File: src/rtl/sync_fifo_param.sv
// sync_fifo_param: parametrised single-clock FIFO with occupancy count, almost-full/empty thresholds and error pulses.
// Define SYNC_FIFO_FWFT_EN for first-word-fall-through output; otherwise reads have one cycle of latency.
module sync_fifo_param #(
    parameter int WIDTH     = 8,
    parameter int DEPTH     = 16,
    parameter int AFULL_TH  = 12,
    parameter int AEMPTY_TH = 4
) (
    input  logic                     clk,
    input  logic                     reset,
    input  logic                     wr_en,
    input  logic [WIDTH-1:0]         data_in,
    input  logic                     rd_en,
    output logic [WIDTH-1:0]         data_o,
    output logic                     empty,
    output logic                     full,
    output logic                     almost_empty,
    output logic                     almost_full,
    output logic [$clog2(DEPTH):0]   count,
    output logic                     overflow,
    output logic                     underflow
);
    localparam int AW = $clog2(DEPTH);
    localparam int CW = AW + 1;

    logic [WIDTH-1:0] mem_q [DEPTH];
    logic [AW-1:0]    wr_ptr_q, rd_ptr_q;
    logic [CW-1:0]    count_q, count_d;
    logic             ovf_q, udf_q;
    logic             wr_acc, rd_acc;

    assign empty        = count_q == '0;
    assign full         = count_q == CW'(DEPTH);
    assign almost_empty = count_q <= CW'(AEMPTY_TH);
    assign almost_full  = count_q >= CW'(AFULL_TH);
    assign count        = count_q;
    assign overflow     = ovf_q;
    assign underflow    = udf_q;

    // A write into a full FIFO is still accepted when a read frees a slot in the same cycle.
    assign rd_acc = rd_en & ~empty;
    assign wr_acc = wr_en & (~full | rd_acc);

    always_comb begin
        count_d = (wr_acc && !rd_acc) ? count_q + 1'b1 :
                  (rd_acc && !wr_acc) ? count_q - 1'b1 : count_q;
    end

    // Storage is deliberately left out of reset.
    always_ff @(posedge clk) begin
        if (wr_acc) mem_q[wr_ptr_q] <= data_in;
    end

    always_ff @(posedge clk or posedge reset) begin
        if (reset) begin
            wr_ptr_q <= '0;
            rd_ptr_q <= '0;
            count_q  <= '0;
            ovf_q    <= 1'b0;
            udf_q    <= 1'b0;
        end else begin
            if (wr_acc) wr_ptr_q <= wr_ptr_q + 1'b1;
            if (rd_acc) rd_ptr_q <= rd_ptr_q + 1'b1;
            count_q <= count_d;
            ovf_q   <= wr_en & ~wr_acc;
            udf_q   <= rd_en & ~rd_acc;
        end
    end

`ifdef SYNC_FIFO_FWFT_EN
    assign data_o = empty ? '0 : mem_q[rd_ptr_q];
`else
    logic [WIDTH-1:0] data_q;

    always_ff @(posedge clk or posedge reset) begin
        if (reset) data_q <= '0;
        else if (rd_acc) data_q <= mem_q[rd_ptr_q];
    end

    assign data_o = data_q;
`endif
endmodule

File: config.mk
export PLATFORM = sky130hd
export DESIGN_NAME = sync_fifo_param
export DESIGN_NICKNAME = d
export VERILOG_FILES = /design/src/rtl/sync_fifo_param.sv
export SDC_FILE = /design/constraint.sdc
export NUM_CORES = 1
export LEC_CHECK = 0
export ABC_AREA = 1
export BUFFER_PORTS_ARGS = -buffer_cell sky130_fd_sc_hd__buf_2
export CAP_MARGIN = 10
export CORE_ASPECT_RATIO = 0.9
export CORE_UTILIZATION = 45
export CTS_CLUSTER_DIAMETER = 50
export DETAILED_ROUTE_END_ITERATION = 7
export HOLD_SLACK_MARGIN = 0.15
export PLACE_DENSITY_LB_ADDON = 0.08
export SLEW_MARGIN = 10
export SYNTH_ARGS = -nofsm -noshare
export SYNTH_HDL_FRONTEND = slang
export SYNTH_SLANG_ARGS = --single-unit
File: constraint.sdc
create_clock -name clk -period 2.49 [get_ports clk]
set_input_delay 0.249 -clock clk [delete_from_list [all_inputs] [get_ports clk]]
set_output_delay 0.249 -clock clk [all_outputs]
set_load 0.05 [all_outputs]
### Word-level counts from Yosys, hierarchy flattened

Memories as Yosys holds them, arrays and structs flattened. A register that Yosys moved wholly into a read port is not among the register bits.
Index checks and enable logic that the tools add are counted.

| storage, ports and cells | value |
|---|---|
| memories | 1 |
| RAM bits | 128 |
| output and inout bits | 19 |
| input port bits | 12 |
| flip-flop bits (word level) | 15 |
| logic and storage cells | 32 |

| operators by class | value |
|---|---|
| bitwise gates (word level) | 9 |
| order comparisons | 2 |
| multiplexer cells | 4 |
| add/sub/neg operators | 4 |
| reductions and logical operators | 6 |
| equal/unequal tests | 1 |

Memory list:

| name | words | bits a word | read ports | clocked after Yosys merged registers in | write ports | RTL line | text |
|---|---|---|---|---|---|---|---|
| mem_q | 16 | 8 | 1 | 1 | 1 | 26 | `logic [WIDTH-1:0] mem_q [DEPTH];` |

Operators with widths:

| kind | number |
|---|---|
| 5-bit two-way mux | 2 |
| 4-bit by 1-bit adder with 4-bit output (second input constant) | 2 |
| 5-bit by 1-bit adder with 5-bit output (second input constant) | 1 |
| 5-bit equality test (second input constant) | 1 |
| 5-bit by 4-bit >= comparator with 1-bit output (second input constant) | 1 |
| 5-bit by 3-bit <= comparator with 1-bit output (second input constant) | 1 |
| 5-bit logical NOT | 1 |
| 5-bit by 1-bit subtractor with 5-bit output (second input constant) | 1 |
| 1-bit bitwise AND | 4 |
| 1-bit inverter | 4 |
| 1-bit logical AND | 2 |
| 1-bit logical NOT | 2 |
| 1-bit two-way mux | 2 |
| 2-bit nonzero test | 1 |
| 1-bit OR | 1 |

### Depth between registers and ports, before layout

Gate-level depths: netlist of run 1.

| logic depth | value |
|---|---|
| depth after elaboration | 9 |
| gate-level depth with buffers | 15 |

### Worst setup path before layout of run 1

Ideal clock, no wire load.

| timing path | value |
|---|---|
| path type | reg-to-reg |
| start point | register count_q[1], in the netlist count[1] |
| end point | register count_q[4], in the netlist count[4] |
| arrival time | 2.915 ns |
| slack | -0.546 ns |
| cell stages (with the launch flop) | 16 |
| path buffers | 0 |
| setup time | 0.121 ns |
| cells stage by stage | dfrtp_1 -> nor2_2 -> nand3_1 -> nor2_2 -> nand2_1 -> nand2_2 -> inv_2 -> ha_1 -> inv_1 -> ha_1 -> a21oi_1 -> o21ai_0 -> a21oi_1 -> o21ai_0 -> nand2_1 -> nand2_1 |

RTL lines:

| element | RTL line | text |
|---|---|---|
| start, declared | 28 | `logic [CW-1:0] count_q, count_d;` |
| start signal, assigned | 64 | `count_q <= count_d;` |
| 5-bit equality test * | 33 | `assign full = count_q == CW'(DEPTH);` |
| named net full | 16 | `output logic full,` |
| 1-bit inverter * | 42 | `assign wr_acc = wr_en & (~full \| rd_acc);` |
| 1-bit OR * | 42 |  |
| 1-bit bitwise AND * | 42 |  |
| named net wr_acc | 30 | `logic wr_acc, rd_acc;` |
| 1-bit logical NOT | 46 | `(rd_acc && !wr_acc) ? count_q - 1'b1 : count_q;` |
| 1-bit logical AND | 46 |  |
| 2-bit nonzero test (no source line) | -- |  |

The timed path passes the listed nets; every way through them passes the cells marked *. The select of a mux whose other input is x is not followed.
A chain may end at the register's enable or synchronous reset.

### Final worst setup path of run 1

| timing path | value |
|---|---|
| start point | register count_q[0], in the netlist count[0] |
| end point | register count_q[4], in the netlist count[4] |

| between the ends | value |
|---|---|
| longest elaborated chain between the ends | 8 |

Ends and longest elaborated chain:

| element | RTL line | text |
|---|---|---|
| 5-bit logical NOT | 32 | `assign empty = count_q == '0;` |
| 1-bit inverter | 41 | `assign rd_acc = rd_en & ~empty;` |
| 1-bit bitwise AND | 41 |  |
| 1-bit OR * | 42 |  |
| 1-bit bitwise AND * | 42 |  |
| named net wr_acc | 30 |  |
| 1-bit logical NOT | 46 |  |
| 1-bit logical AND | 46 |  |
| 2-bit nonzero test (no source line) | -- |  |

Marked as above.

==> reports/qor.yml, run 1 <==
status: "finished clean"
drv_cap: 0
critPathMaxStageDelay_ns: 0.45
clock_latency_ns: 0.42
synthMuxAreaShare_pct: 0
grt_pass1_wl_um: 23800
holdBufCountCts: 4
tns_ns: 0
port_buffers: 30
critPathTopFamily: "simple AND/OR/NAND/NOR gates"
grt.total_usage_pct: 21.3
cp-end-kind: "flop"
ctsResizeCount: 0
fmax_mhz: 439
cts_buffer_depth: 2
min_from: "data_in[1]"
whs_ns: 0.234
syn_area_per_cell_um2: 10.1
die_h_um: 118
first_pass_iters: 4
crit_end: "count[4]"
num_rows: 42
die-width_um: 131
ys_types: 25
synth_edf_count: 128
yosysWarnings: 0
cts.clk_slew.worst_paths_ns: 0.06
cts_tree: "done"
postPlaceCellArea_um2: 7120
crit_buf_inv: 2
synthFlopType: "edfxtp_1"
fp.dieArea_um2: 15500
final_antenna_net_count: 0
fin_crit_sh_pct: 91.5
dp_hpwl_um: 9330
dr_total_vias: 4430
final_cell_mix: "nand2_1 (213), edfxtp_1 (128), inv_1 (111), nand3_1 (100), buf_2 (30)"
overflow: 0
ys_ff_latch: 151
cts_sinks: 151
clock_skew_ns: 0.00632
syn_inst: 667
setup_viol: 0
ios: 31
postCtsSetupBuffers: 0
irDropWorstVdd_mv: 0.957
hold_violations: 0
hold_path.class: "in -> reg"
drc: 0
critPathRequiredTime_ns: 2.80
antenna_cells: 0
cp_cell_sequence: "nor2_4 > nand3_2 > nor2_4 > nand2_2 > nand2_2 > inv_4 > ha_4 > inv_4 > ha_4 > a21oi_1 > o21ai_1 > a21oi_1 > o21ai_0 > nand2_1 > nand2_1"
root_buffer: "clkbuf_16"
cp.depth: 15
start_kind: "flop"
synth_compound_gate_area_share_pct: 1.11
synth_fa_ha_area_share_pct: 2.15
core_um2: 14700
slowest_stage: "dfrtp_2"
critPathKind: "reg -> reg"
worstReg2RegEnd: "count[4]"
first_global_vias: 4433
drv_slew: 0
yosysSeqAreaShare_pct: 65.6
worstMarginPinSlew_ns: 0.993
maxSlewHeadroom_pct: 33.7
p_per_area_nw_per_um2: 1230
ff2ff_path_depth: 15
crit_fanout: 10
drive_above_1_share_pct: 11.5
reg2reg_from: "count[0]"
start_util_pct: 46.0
layout_commonest_cell: "nand2_1"
timing.reg2reg.setup_slack_ns: 0.21
period_needed_ns: 2.28
synthSimpleGateAreaFrac_pct: 21.0
antenna_found_initial: 0
final_area_um2: 7780
wl_um: 14900
synth_top_family_by_area: "simple AND/OR/NAND/NOR gates"
numCtsBuffers: 17
drt-initial-drc-count: 341
wire_per_inst_um: 16.3
netlist_area_um2: 6740
critPathArrivalTime_ns: 2.58
syn_nets: 690
synth_xor_area_share_pct: 1.04
viasPerCell: 4.85
crit_start: "count[0]"
htree_levels: 4
nets: 726
syn_to_final_growth_pct: 15.4
synthArstFlopShare_pct: 15.2
grt_max_degree: 67
leakagePower_nw: 3.45
rsz0062_at_grt: "false"
gp_congestion: 0.849
layer usage:
| layer | vias up | routed length, um | track usage [%] | part of all wire, % |
|---|---|---|---|---|
| met3 | 20 | 598 | 5.50 | 4.0 |
| met1 | 2124 | 6940 | 28.5 | 47 |
| met5 | - | 0 | 0 | 0 |
| met4 | 0 | 297 | 7.61 | 2.0 |
| li1 | 2205 | - | - | - |
| met2 | 81 | 7030 | 33.4 | 47 |
cells in the mapped netlist (3+ instances only):
cell type / n / area [um2]
a21oi_1: 3 / 15.0
clkbuf_1: 3 / 11.3
buf_4: 4 / 30.0
nand2_1: 214 / 803
ha_1: 10 / 125
nor2_1: 19 / 71.3
xor2_1: 6 / 52.6
nand3_1: 101 / 505
inv_1: 112 / 420
edfxtp_1: 128 / 3840
dfrtp_1: 23 / 576
buf_6: 5 / 56.3
o21ai_0: 7 / 35.0
buf_2: 16 / 80.1
flip-flops by register name, summed over array words and instances, names as in the netlist:
| signal | flops |
|---|---|
| mem_q | 128 |
| data_o | 8 |
| count | 5 |
| rd_ptr_q | 4 |
| wr_ptr_q | 4 |
| overflow | 1 |
| underflow | 1 |
kinds of logic (layout without fill, tap and decap cells):
logic type,count (synthesis),in the layout
fa+ha+maj,11,11
buf+inv,144,192
compound gates,14,14
simple gates,339,339
flops,151,151
xor+xnor,8,8
how the worst min path moves through the flow:
stage	endpoint	slack, ns	depth (start not counted)
detailed placement	data_o[6]	0.46	2
global route	mem_q[12][1]	0.23	1
finish	mem_q[12][1]	0.23	1
floorplan	data_o[0]	0.25	1
CTS	mem_q[12][1]	0.22	1
global placement	data_o[0]	0.46	2
area by class of cell:
type	instances	area (um2)
Clock buffer	20	437
Clock inverter	11	180
Fill cell	1290	6880
Inverter	116	440
Multi-Input combinational cell	372	1750
Sequential cell	151	4430
Tap cell	198	248
Timing Repair Buffer	45	298
report_power, final:
| group | internal [W] | switching [W] | total, W |
|---|---|---|---|
| combinational | 0.00100 | 0.00249 | 0.00349 |
| sequential | 0.00314 | 0.000205 | 0.00334 |
| clock | 0.00176 | 0.000947 | 0.00270 |
through the flow:
step	setup WS (ns)	power (W)	utilization, %	instances
3_3_place_gp	0.250	0.00684	48.6	878
3_5_place_dp	0.210	0.00689	48.6	878
4_1_cts	0.196	0.00961	53.1	913
6_report	0.211	0.00954	53.1	913
5_1_grt	0.0439	0.0101	53.1	913
2_1_floorplan	0.0101	0.00597	-	667
No activity file was read; power rests on OpenSTA's default activity.
==> run 2: changes to the inputs <==
- BUFFER_PORTS_ARGS: -buffer_cell sky130_fd_sc_hd__buf_2 -> -buffer_cell sky130_fd_sc_hd__clkbuf_2
==> reports/qor.yml, run 2 (synthesis gave the netlist of run 1 again) <==
status: "finished clean"
port_buffers: 30  # unchanged
drc: 0  # unchanged
cts_sinks: 151  # unchanged
hold_violations: 0  # unchanged
largest_reg_flops: 128  # unchanged
gp_congestion: 0.850  # +0.11%
num_rows: 42  # unchanged
layout_commonest_cell: "nand2_1"
die_h_um: 118  # unchanged
fmax_mhz: 428  # -2.5%
irDropWorstVdd_mv: 0.679  # -29%
htree_levels: 4  # unchanged
drv_cap: 0  # unchanged
drive_above_1_share_pct: 11.4  # -0.092 points
dr_total_vias: 4432  # +0.045%
overflow: 0  # unchanged
p_per_area_nw_per_um2: 1220  # -0.88%
critPathTopFamily: "simple AND/OR/NAND/NOR gates"
cp-end-kind: "flop"
critPathKind: "reg -> reg"
fin_crit_sh_pct: 93.8  # +2.3 points
numCtsBuffers: 17  # unchanged
cts_tree: "done"
tns_ns: 0  # unchanged
final_cell_mix: "nand2_1 (213), edfxtp_1 (128), inv_1 (111), nand3_1 (100), clkbuf_2 (30)"
min_from: "data_in[1]"
rsz0062_at_grt: "false"
clock_skew_ns: 0.00464  # -0.00168 ns
postCtsSetupBuffers: 0  # unchanged
dp_hpwl_um: 9450  # +1.2%
setup_viol: 0  # unchanged
critPathRequiredTime_ns: 2.79  # about the same
crit_buf_inv: 2  # unchanged
wire_per_inst_um: 16.4  # +0.82%
critPathMaxStageDelay_ns: 0.45  # about the same
slowest_stage: "dfrtp_2"
cts_buffer_depth: 2  # unchanged
place_ws_ns: 0.214  # +0.00351 ns
p_total_w: 0.00936  # -1.9%
clock_latency_ns: 0.42  # about the same
crit_fanout: 10  # unchanged
final_antenna_net_count: 0  # unchanged
antenna_cells: 0  # unchanged
holdPathStages: 1  # unchanged
largest_register: "mem_q"
cp.depth: 15  # unchanged
ff2ff_path_depth: 15  # unchanged
leakagePower_nw: 3.41  # -1.2%
grt_max_degree: 67  # unchanged
cts.clk_slew.worst_paths_ns: 0.06  # about the same
period_needed_ns: 2.34  # +0.0572 ns
core_um2: 14700  # unchanged
die-width_um: 131  # unchanged
viasPerCell: 4.87  # +0.37%
hold_path.class: "in -> reg"
grt_pass1_wl_um: 23200  # -2.2%
grt.total_usage_pct: 21.0  # -0.30 points
wl_um: 14900  # +0.48%
start_util_pct: 46.0  # unchanged
syn_to_final_growth_pct: 14.3
antenna_found_initial: 0  # unchanged
fillers: 1342  # +4.0%
first_global_vias: 4262  # -3.9%
fp.dieArea_um2: 15500  # unchanged
drv_slew: 0  # unchanged
reg2reg_from: "count[0]"
maxSlewHeadroom_pct: 38.1  # +4.4 points
nets: 724  # -0.28%
first_pass_iters: 5  # +1
critPathArrivalTime_ns: 2.64  # +0.06 ns
layout_setup_ws_ns: 0.154  # -0.0572 ns
worstMarginPinSlew_ns: 0.927  # -0.0664 ns
cp_cell_sequence: "nor2_4 > nand3_2 > nor2_4 > nand2_2 > nand2_2 > inv_4 > ha_4 > inv_4 > ha_4 > a21oi_1 > o21ai_1 > a21oi_1 > o21ai_0 > nand2_1 > nand2_1"
ios: 31  # unchanged
drt-initial-drc-count: 280  # -18%
root_buffer: "clkbuf_16"
start_kind: "flop"
crit_start: "count[0]"
run 2: final timing paths:
path / to / slack, ns
min in group asynchronous: data_o[2] / 0.57
worst max-delay path: count[4] / 0.15
max in group asynchronous: count[4] / 1.29
worst max register to register: count[4] / 0.15
worst min register to register: data_o[6] / 0.48
worst min-delay path: mem_q[6][1] / 0.30
run 2: repair_timing:
action,4_1_cts,5_1_grt
endpoints found under the hold margin,26,0
hold buffers,4,0
resized for setup,0,0
setup endpoints to repair,0,0
run 2: through the flow:
stage	hold slack, ns	cells	cell area, um2	utilization [%]
finish	0.303	910	7700	52.5
global route	0.336	910	7700	52.5
CTS	0.299	910	7700	52.5
detailed placement	0.470	876	7090	48.4
global placement	0.469	876	7090	48.4
floorplan	0.251	667	6790	-
run 2: layer usage:
layer | vias to the layer above | global-route usage, % | share of wire [%]
met1 | 2124 | 27.6 | 45
met2 | 95 | 34.5 | 49
met4 | 0 | 6.25 | 1.1
li1 | 2201 | - | -
met3 | 12 | 5.00 | 4.8
met5 | - | 0 | 0
run 2: worst reg2reg max path, cell delays in order, from the launching register on:
cell and delay, ns:
dfrtp_2 0.45, nor2_4 0.15, nand3_2 0.09, nor2_4 0.13
nand2_2 0.06, nand2_2 0.09, inv_4 0.08, ha_4 0.18
inv_4 0.09, ha_4 0.21, a21oi_1 0.12, o21ai_1 0.11
a21oi_1 0.20, o21ai_0 0.12, nand2_1 0.07, nand2_1 0.05
run 2: layout make-up:
class | instances | area (um2) | share of cell area [%]
clock inverters | 11 | 134 | 1.74
well taps | 198 | 248 | 3.22
repair buffers | 43 | 270 | 3.51
inverters | 116 | 440 | 5.72
clock buffers | 19 | 433 | 5.62
multi-input cells | 372 | 1750 | 22.7
flip-flops and latches | 151 | 4430 | 57.5
run 2: power breakdown:
group / internal, W / total (W) / switching [W]
registers: 0.00314 / 0.00335 / 0.000213
clock network: 0.00155 / 0.00251 / 0.000965
logic: 0.000978 / 0.00350 / 0.00252
total: 0.00566 / 0.00936 / 0.00370
==> run 3: changes to the inputs <==
- PLACE_DENSITY_LB_ADDON: 0.08 -> unset
==> reports/qor.yml, run 3 (synthesis gave the netlist of run 1 again) <==
status: "finished clean"
layout_commonest_cell: "nand2_1"
worstMarginPinSlew_ns: 0.858  # -0.0685 ns
timing.reg2reg.setup_slack_ns: 0.20  # +0.04 ns
maxSlewHeadroom_pct: 42.7  # +4.6 points
dr_total_vias: 4572  # +3.2%
cts.clk_slew.worst_paths_ns: 0.06  # about the same
clock_latency_ns: 0.42  # about the same
postPlaceCellArea_um2: 7140  # +0.60%
critPathKind: "reg -> reg"
internal-power_w: 0.00581  # +2.5%
dp_hpwl_um: 9850  # +4.2%
drc: 0  # unchanged
holdPathStages: 1  # unchanged
numCtsBuffers: 17  # unchanged
gp_congestion: 0.948  # +12%
root_buffer: "clkbuf_16"
overflow: 0  # unchanged
fin_util_pct: 53.0  # +0.49 points
drv_cap: 0  # unchanged
start_kind: "flop"
die_h_um: 118  # unchanged
first_pass_iters: 6  # +1
tns_ns: 0  # unchanged
hold_violations: 0  # unchanged
min_from: "data_in[7]"
core_um2: 14700  # unchanged
drt-initial-drc-count: 446  # +59%
critPathArrivalTime_ns: 2.59  # -0.05 ns
ff2ff_path_depth: 15  # unchanged
drive_above_1_share_pct: 11.8  # +0.46 points
cp-end-kind: "flop"
start_util_pct: 46.0  # unchanged
clock_skew_ns: 0.00900  # +0.00436 ns
hold_path.class: "in -> reg"
grt_pass1_wl_um: 24000  # +3.1%
port_buffers: 30  # unchanged
grt_max_degree: 47  # -30%
sw_frac_of_total_pct: 39.1  # -0.44 points
leakagePower_nw: 3.46  # +1.5%
critPathRequiredTime_ns: 2.79  # about the same
largest_register: "mem_q"
worstReg2RegEnd: "count[4]"
crit_fanout: 10  # unchanged
htree_levels: 4  # unchanged
cts_buffer_depth: 2  # unchanged
rsz0062_at_grt: "false"
drv_slew: 0  # unchanged
antenna_cells: 0  # unchanged
crit_start: "count[0]"
place_inst: 880  # +0.46%
reg2reg_from: "count[0]"
final_cell_mix: "nand2_1 (213), edfxtp_1 (128), inv_1 (111), nand3_1 (100), clkbuf_2 (30)"
grt.total_usage_pct: 21.7  # +0.65 points
final_cells: 916  # +0.66%
first_global_vias: 4290  # +0.66%
wl_um: 15500  # +3.9%
ios: 31  # unchanged
antenna_found_initial: 0  # unchanged
final_antenna_net_count: 0  # unchanged
irDropWorstVdd_mv: 0.624  # -8.2%
cts_tree: "done"
cts_sinks: 151  # unchanged
p_seq_share_pct: 35.2  # -0.6 points
fp.dieArea_um2: 15500  # unchanged
fmax_mhz: 436  # +2.0%
largest_reg_flops: 128  # unchanged
clock_power_share_pct: 27.4  # +0.6 points
wire_per_inst_um: 16.9  # +3.2%
min_delay_worst_endpoint: "mem_q[9][7]"
final_area_um2: 7770  # +0.93%
switchingPower_w: 0.00372  # +0.65%
fin_crit_sh_pct: 92.0  # -1.8 points
viasPerCell: 4.99  # +2.5%
p_per_area_nw_per_um2: 1230  # +0.85%
combPwrFrac_pct: 37.4  # about the same
nets: 728  # +0.55%
syn_to_final_growth_pct: 15.3
die-width_um: 131  # unchanged
num_rows: 42  # unchanged
setup_viol: 0  # unchanged
period_needed_ns: 2.29  # -0.0449 ns
[run 3: stage by stage]
step / hold WS (ns) / power, W / setup slack [ns]
6_report: 0.373 / 0.00953 / 0.199
4_1_cts: 0.356 / 0.00952 / 0.230
2_1_floorplan: 0.251 / 0.00597 / 0.0101
5_1_grt: 0.379 / 0.0101 / 0.0343
3_5_place_dp: 0.453 / 0.00692 / 0.224
3_3_place_gp: 0.467 / 0.00687 / 0.278
[run 3: power by group through the flow]
stage / Clock (W) / Combinational [W] / Sequential, W
CTS: 0.00263 / 0.00354 / 0.00336
finish: 0.00261 / 0.00356 / 0.00336
floorplan: 0 / 0.00226 / 0.00371
global placement: 0 / 0.00348 / 0.00339
global route: 0.00273 / 0.00394 / 0.00340
detailed placement: 0 / 0.00351 / 0.00340
[run 3: timing repair]
action,in CTS,in global routing
hold endpoints to repair,26,0
setup buffers,0,0
resized for setup,0,0
setup endpoints to repair,0,0
hold buffers,4,0
[run 3: layout make-up]
| class | instances | area [um2] |
|---|---|---|
| Fill cell | 1293 | 6890 |
| Tap cell | 198 | 248 |
| Timing Repair Buffer | 47 | 313 |
| Sequential cell | 151 | 4430 |
| Clock inverter | 11 | 155 |
| Inverter | 116 | 440 |
| Clock buffer | 21 | 440 |
| Multi-Input combinational cell | 372 | 1750 |
[run 3: worst max path at each step]
| stage | cells after the start | to | slack [ns] |
|---|---|---|---|
| after floorplan | 15 | count[4] | 0.01 |
| after global placement | 15 | count[4] | 0.28 |
| after detailed placement | 15 | count[4] | 0.22 |
| after CTS | 15 | count[4] | 0.23 |
| after global routing | 15 | count[4] | 0.03 |
| final | 15 | count[4] | 0.20 |
[run 3: per-layer routing]
metal / GRT usage, % / share of wire [%]
met1: 31.9 / 47
met2: 30.9 / 45
met3: 6.82 / 6.5
met5: 0 / 0
met4: 5.75 / 1.4
[run 3: worst max-delay path: stages, from the launching register on]
cell	delay (ns)
dfrtp_2	0.45
nor2_4	0.14
nand3_2	0.09
nor2_4	0.12
nand2_2	0.06
nand2_2	0.09
inv_4	0.08
ha_4	0.18
inv_4	0.09
ha_4	0.21
a21oi_1	0.12
o21ai_1	0.11
a21oi_1	0.19
o21ai_0	0.12
nand2_1	0.07
nand2_1	0.04
